**src/rtl/fetch_pkg.sv**
```systemverilog
// Shared definitions for the fetch/decode stage: width defaults, instruction
// field positions, opcode values, register-reference bit indices and the
// sequencer state encoding.
package fetch_pkg;

    localparam int DEF_ADDR_W = 4;
    localparam int DEF_DATA_W = 8;

    // Opcode values carried in IR[6:4]
    localparam logic [2:0] OP_AND = 3'd0;
    localparam logic [2:0] OP_ADD = 3'd1;
    localparam logic [2:0] OP_LDA = 3'd2;
    localparam logic [2:0] OP_RR  = 3'd7;

    // Instruction bit positions
    localparam int IND_BIT = 7;
    localparam int OPC_HI  = 6;
    localparam int OPC_LO  = 4;

    // Register-reference micro-op bits within IR[3:0]
    localparam int RR_CLA = 3;
    localparam int RR_CMA = 2;
    localparam int RR_CIR = 1;
    localparam int RR_CIL = 0;

    typedef enum logic [2:0] {
        ST_IDLE     = 3'd0,
        ST_FETCH    = 3'd1,
        ST_DECODE   = 3'd2,
        ST_INDIRECT = 3'd3,
        ST_ISSUE    = 3'd4
    } state_t;

endpackage

```
**src/rtl/instr_field_decode.sv**
```systemverilog
// Pure combinational split of an instruction word into its fields.
// The direct address and the register-reference bits are mutually
// exclusive: whichever one does not apply is forced to zero.
module instr_field_decode
    import fetch_pkg::*;
#(
    parameter int DATA_W = DEF_DATA_W,
    parameter int ADDR_W = DEF_ADDR_W
) (
    input  logic [DATA_W-1:0] ir,
    output logic [2:0]        opcode,
    output logic              ind,
    output logic              is_rr,
    output logic [3:0]        rr,
    output logic [ADDR_W-1:0] ea
);

    // Field extraction; rr and ea are gated by the register-reference flag
    always_comb begin
        // NOTE: every output gets a default first so no path can infer a latch.
        opcode = ir[OPC_HI:OPC_LO];
        ind    = ir[IND_BIT];
        is_rr  = (ir[OPC_HI:OPC_LO] == OP_RR);
        rr     = '0;
        ea     = '0;
        if (is_rr) begin
            rr = {ir[RR_CLA], ir[RR_CMA], ir[RR_CIR], ir[RR_CIL]};
        end else begin
            ea = ir[ADDR_W-1:0];
        end
    end

endmodule

```
**src/rtl/fetch_decode_unit.sv**
```systemverilog
// Instruction fetch/decode stage. Owns the PC and IR, reads one instruction
// per pass from the program RAM, optionally resolves an indirect address with
// a second read, and offers the decoded instruction to execute over a
// valid/ready handshake. A redirect reloads the PC and drops whatever is in
// flight unless it coincides with the issue handshake.
//
// Build option: define FETCH_INDIRECT_EN to include the INDIRECT state.
// Without it, IR[7] is still reported on issue_ind but the effective address
// is always IR[3:0] and there is no second RAM read.
module fetch_decode_unit
    import fetch_pkg::*;
#(
    parameter int                 ADDR_W   = DEF_ADDR_W,
    parameter int                 DATA_W   = DEF_DATA_W,
    parameter logic [ADDR_W-1:0]  RESET_PC = '0
) (
    input  logic              clk,
    input  logic              rst,
    input  logic              en,
    output logic              mem_read,
    output logic [ADDR_W-1:0] mem_addr,
    input  logic [DATA_W-1:0] mem_data,
    output logic              issue_valid,
    input  logic              issue_ready,
    output logic [2:0]        issue_opcode,
    output logic              issue_ind,
    output logic              issue_is_rr,
    output logic [3:0]        issue_rr,
    output logic [ADDR_W-1:0] issue_ea,
    output logic [ADDR_W-1:0] issue_pc,
    input  logic              redirect_valid,
    input  logic [ADDR_W-1:0] redirect_pc
);

    state_t            state;
    state_t            state_nxt;
    logic [ADDR_W-1:0] pc;
    logic [DATA_W-1:0] ir;
    logic [ADDR_W-1:0] ea;
    logic [ADDR_W-1:0] fetch_pc;

    logic [2:0]        dec_opcode;
    logic              dec_ind;
    logic              dec_is_rr;
    logic [3:0]        dec_rr;
    logic [ADDR_W-1:0] dec_ea;
    logic              go_indirect;
    logic              handshake;

    instr_field_decode #(
        .DATA_W (DATA_W),
        .ADDR_W (ADDR_W)
    ) u_decode (
        .ir     (ir),
        .opcode (dec_opcode),
        .ind    (dec_ind),
        .is_rr  (dec_is_rr),
        .rr     (dec_rr),
        .ea     (dec_ea)
    );

`ifdef FETCH_INDIRECT_EN
    assign go_indirect = dec_ind && !dec_is_rr;
`else
    assign go_indirect = 1'b0;
`endif

    assign handshake = (state == ST_ISSUE) && issue_ready;

    // State register
    always_ff @(posedge clk) begin
        // NOTE: non-blocking assignments so every register samples pre-edge values.
        if (rst) begin
            state <= ST_IDLE;
        end else begin
            state <= state_nxt;
        end
    end

    // Next-state logic; a redirect restarts fetching from any state
    always_comb begin
        state_nxt = state;
        if (redirect_valid) begin
            state_nxt = en ? ST_FETCH : ST_IDLE;
        end else begin
            unique case (state)
                ST_IDLE:     if (en) state_nxt = ST_FETCH;
                ST_FETCH:    state_nxt = ST_DECODE;
                ST_DECODE:   state_nxt = go_indirect ? ST_INDIRECT : ST_ISSUE;
`ifdef FETCH_INDIRECT_EN
                ST_INDIRECT: state_nxt = ST_ISSUE;
`endif
                ST_ISSUE:    if (handshake) state_nxt = en ? ST_FETCH : ST_IDLE;
                default:     state_nxt = ST_IDLE;
            endcase
        end
    end

    // Memory port and issue strobe, decoded from state alone
    always_comb begin
        mem_read    = 1'b0;
        mem_addr    = '0;
        issue_valid = 1'b0;
        unique case (state)
            ST_FETCH: begin
                mem_read = 1'b1;
                mem_addr = pc;
            end
`ifdef FETCH_INDIRECT_EN
            ST_INDIRECT: begin
                mem_read = 1'b1;
                mem_addr = ir[ADDR_W-1:0];
            end
`endif
            ST_ISSUE: issue_valid = 1'b1;
            default: ;
        endcase
    end

    // PC / IR / EA datapath; a redirect overrides the PC increment and
    // suppresses capture for the instruction being discarded
    always_ff @(posedge clk) begin
        if (rst) begin
            pc       <= RESET_PC;
            ir       <= '0;
            ea       <= '0;
            fetch_pc <= '0;
        end else if (redirect_valid) begin
            pc <= redirect_pc;
        end else begin
            unique case (state)
                ST_FETCH: begin
                    ir       <= mem_data;
                    fetch_pc <= pc;
                    pc       <= pc + 1'b1;
                end
                ST_DECODE: begin
                    if (!go_indirect) ea <= dec_ea;
                end
`ifdef FETCH_INDIRECT_EN
                ST_INDIRECT: ea <= mem_data[ADDR_W-1:0];
`endif
                default: ;
            endcase
        end
    end

    // Issue fields come straight from the held IR/EA, stable throughout ISSUE
    assign issue_opcode = dec_opcode;
    assign issue_ind    = dec_ind;
    assign issue_is_rr  = dec_is_rr;
    assign issue_rr     = dec_rr;
    assign issue_ea     = ea;
    assign issue_pc     = fetch_pc;

endmodule
```
**config.mk**
```make
export PLATFORM = sky130hd
export DESIGN_NAME = fetch_decode_unit
export DESIGN_NICKNAME = d
export VERILOG_FILES = /design/src/rtl/fetch_pkg.sv /design/src/rtl/instr_field_decode.sv /design/src/rtl/fetch_decode_unit.sv
export SDC_FILE = /design/constraint.sdc
export NUM_CORES = 1
export LEC_CHECK = 0
export CAP_MARGIN = 20
export CORE_MARGIN = 10
export CORE_UTILIZATION = 46
export DETAILED_ROUTE_END_ITERATION = 10
export GPL_TIMING_DRIVEN = 0
export PLACE_DENSITY = 0.82
export SYNTH_ARGS = -nofsm -noshare
export SYNTH_HDL_FRONTEND = slang
export SYNTH_SLANG_ARGS = --single-unit
```
**constraint.sdc**
```tcl
create_clock -name clk -period 3.45 [get_ports clk]
set_input_delay 0.69 -clock clk [delete_from_list [all_inputs] [get_ports clk]]
set_output_delay 0.69 -clock clk [all_outputs]
set_load 0.005 [all_outputs]
```
==> results.py <==
metrics = {
    "routing": {
        "num_vias": 1000,
        "wl_per_cell_um": 14.0,
        "drt_iter0_drc": 28,
        "vias_per_cell": 5.18,
        "routed_wl_mm": 2.71,
        "postRouteAntennaNets": 0,
        "drc": 0,
        "drtPass1Iterations": 4,
    },
    "critical_path": {
        "crit_path_cell_trace": "nor3b_2 > buf_4 > and2_1 > clkdlybuf4s50_1",
        "worst-path-buf-inv": 2,
        "crit_slowest_cell": "clkdlybuf4s50_1",
        "max_stage_delay_ns": 0.52,
        "worst-endpoint-required_ns": 2.76,
        "critPathLaunchType": "flop",
        "arrival_ns": 1.87,
        "crit_type": "flop to output port",
        "cpLargestDelayFamily": "buffers and inverters",
        "end_kind": "output port",
        "worst-path-max-fanout": 10,
    },
    "die": {
        "dieArea_sq_um": 4570,
        "die_w_um": 67.6,
        "chipHeight_um": 67.6,
        "rows": 17,
        "coreArea_sq_um": 2190,
        "ios": 40,
        "start_util_pct": 47.6,
    },
    "timing": {
        "hold_viol_final": 0,
        "fin_crit_ns": 2.56,
        "period_share_pct": 74.2,
        "slew_viol_final": 0,
        "maxSlewHeadroom_pct": 59.1,
        "rsz0062_at_grt": "no",
        "fin_tns_setup_ns": 0,
        "fin_worst_skew_ns": 0.00455,
        "worst_pin_slew_ns": 0.605,
        "whs_ns": 0.466,
        "setup_viol": 0,
        "timing.fmax_ghz": 0.391,
    },
    "grt": {
        "grt.busiest_layer": "met2",
        "grt_first_pass_wirelength_mm": 4.33,
        "grt_pass1_vias": 1010,
        "grt_usage_pct": 12.0,
        "gr-usage-met3_pct": 5.79,
        "use_met1_pct": 12.1,
        "use_met2_pct": 21.0,
        "grt_start_max_net_pins": 14,
        "grt-ovfl-total": 0,
        "antenna_found_initial": 0,
    },
    "outcome": {
        "status": "finished, final reports clean",
    },
    "logic_synthesis": {
        "syn_area_per_cell_sq_um": 8.47,
        "syn_area_sq_um": 1040,
        "yosysSeqAreaShare_pct": 44.2,
        "synth-seq-cells": 23,
        "synth_warnings": 0,
        "syn_nets": 141,
        "synthCells": 123,
        "synth_cell_types": 28,
    },
    "power_and_ir_drop": {
        "clockPowerShare_pct": 26.3,
        "ir_drop_v": 0.000208,
        "powerDensity_nw_per_um2": 321,
        "p_sw_share_pct": 24.9,
        "power.leakage_uw": 0.000543,
        "p_int_uw": 358,
        "switchingPower_uw": 119,
        "power.total_uw": 476,
        "p_seq_share_pct": 59.5,
        "pwr-share-comb_pct": 14.3,
    },
    "clocking": {
        "htreeDepth": 1,
        "postCtsSetupBuffers": 0,
        "cts-hold-fix-buffers": 0,
        "cts_resized": 0,
        "clkLatencyLatePin_ns": 0.30,
        "path_clk_slew_ns": 0.13,
        "cts_tree": "built",
        "max-clock-path-buffers": 2,
        "cts_buffers": 3,
        "clock-sinks": 23,
        "root_buffer": "clkbuf_4",
    },
    "place": {
        "placedCellCount": 189,
        "io_buffers": 38,
        "gp_congestion": 0.727,
        "hpwl_mm": 2.14,
    },
    "layout": {
        "area_growth_pct": 42.5,
        "antenna_cells": 0,
        "fin_cells": 193,
        "final_nets": 184,
        "final_common_cell": "clkdlybuf4s50_1",
        "mostFrequentLayoutCells": "clkdlybuf4s50_1, nand2_1, dfxtp_1",
        "final_util_pct": 67.8,
        "drive_above_1_share_pct": 10.3,
    },
    "run": {
        "cap_violations": 0,
    },
    "min_path": {
        "min_path_type": "flop to flop",
    },
}
[stage by stage]
stage	instance area [sq um]	worst slack, ns
2_1_floorplan	1040	1.73
3_3_place_gp	1460	1.32
3_5_place_dp	1460	1.26
4_1_cts	1490	0.890
5_1_grt	1490	0.775
6_report	1490	0.889
[registers in the layout, summed over array words and instances (netlist names)]
| signal | count |
|---|---|
| pc | 4 |
| issue_ea | 4 |
| state | 3 |
| issue_pc | 4 |
| ir | 8 |
[tightest hold or removal path: cells and delay by family (launching register included)]
family	cells	cell delay [ns]
AO/OA/AOI/OAI	1	0.05
flip-flops	1	0.34
AND/OR/NAND/NOR	1	0.05
[kinds of logic after synthesis]
logic type	synth area share (%)
AOI/OAI and AO/OA	14.9
xor gates and xnor gates	0.840
adders and majority gates	1.20
buffers and inverters	8.76
DFF	44.2
muxes	0.960
and+or+nand+nor	29.2
[per-layer routing]
metal | share of wire (%) | wire (um)
met1 | 41 | 1120
met2 | 48 | 1300
met3 | 10 | 276
met4 | 0.37 | 10
met5 | 0 | 0
[layout make-up]
| class | count | area, sq um |
|---|---|---|
| tap | 28 | 35.0 |
| multi-input combinational | 85 | 490 |
| buffer | 10 | 72.6 |
| timing repair buffer | 38 | 380 |
| clock inverter | 1 | 5.00 |
| inverter | 5 | 18.8 |
| sequential | 23 | 460 |
| fill | 195 | 706 |
| clock buffer | 3 | 22.5 |
[final timing paths]
check                                  from           to  slack, ns  depth (start not counted)
worst min register to register  issue_ea[3]  issue_ea[3]       0.47                          2
worst max-delay path               state[0]  mem_addr[2]       0.89                          4
worst min-delay path            issue_ea[3]  issue_ea[3]       0.47                          2
worst max register to register     state[1]  issue_pc[0]       2.02                          5
[power groups by stage]
| stage | combinational, uW | sequential (uW) | clock (uW) |
|---|---|---|---|
| 2_1_floorplan | 34.1 | 286 | 0 |
| 3_3_place_gp | 66.4 | 288 | 0 |
| 3_5_place_dp | 68.3 | 289 | 0 |
| 4_1_cts | 68.7 | 283 | 126 |
| 5_1_grt | 74.8 | 285 | 141 |
| 6_report | 67.9 | 283 | 125 |
[Yosys cell counts]
library cell   n  area [sq um]
buf_4          5          37.5
nand2b_1       1          6.26
buf_6          2          22.5
and4_1         2          17.5
nand2_1       28           105
or4b_4         1          13.8
ha_1           1          12.5
nor3b_1        1          7.51
inv_1          5          18.8
mux2i_1        1          10.0
and2_1         8          50.1
nor4b_2        1          15.0
nor2_1         4          15.0
nor4_1         1          6.26
xnor2_1        1          8.76
and3_1         1          6.26
a2111oi_2      2          30.0
dfxtp_1       23           460
a21oi_1       18          90.1
nor4b_1        1          8.76
nor3_1         1          5.00
nor3b_2        1          12.5
or4b_1         1          10.0
nand3_1        5          25.0
a211oi_1       4          30.0
buf_2          1          5.00
o21ai_0        1          5.00
clkbuf_1       2          7.51
(Power assumes the default switching activity.)
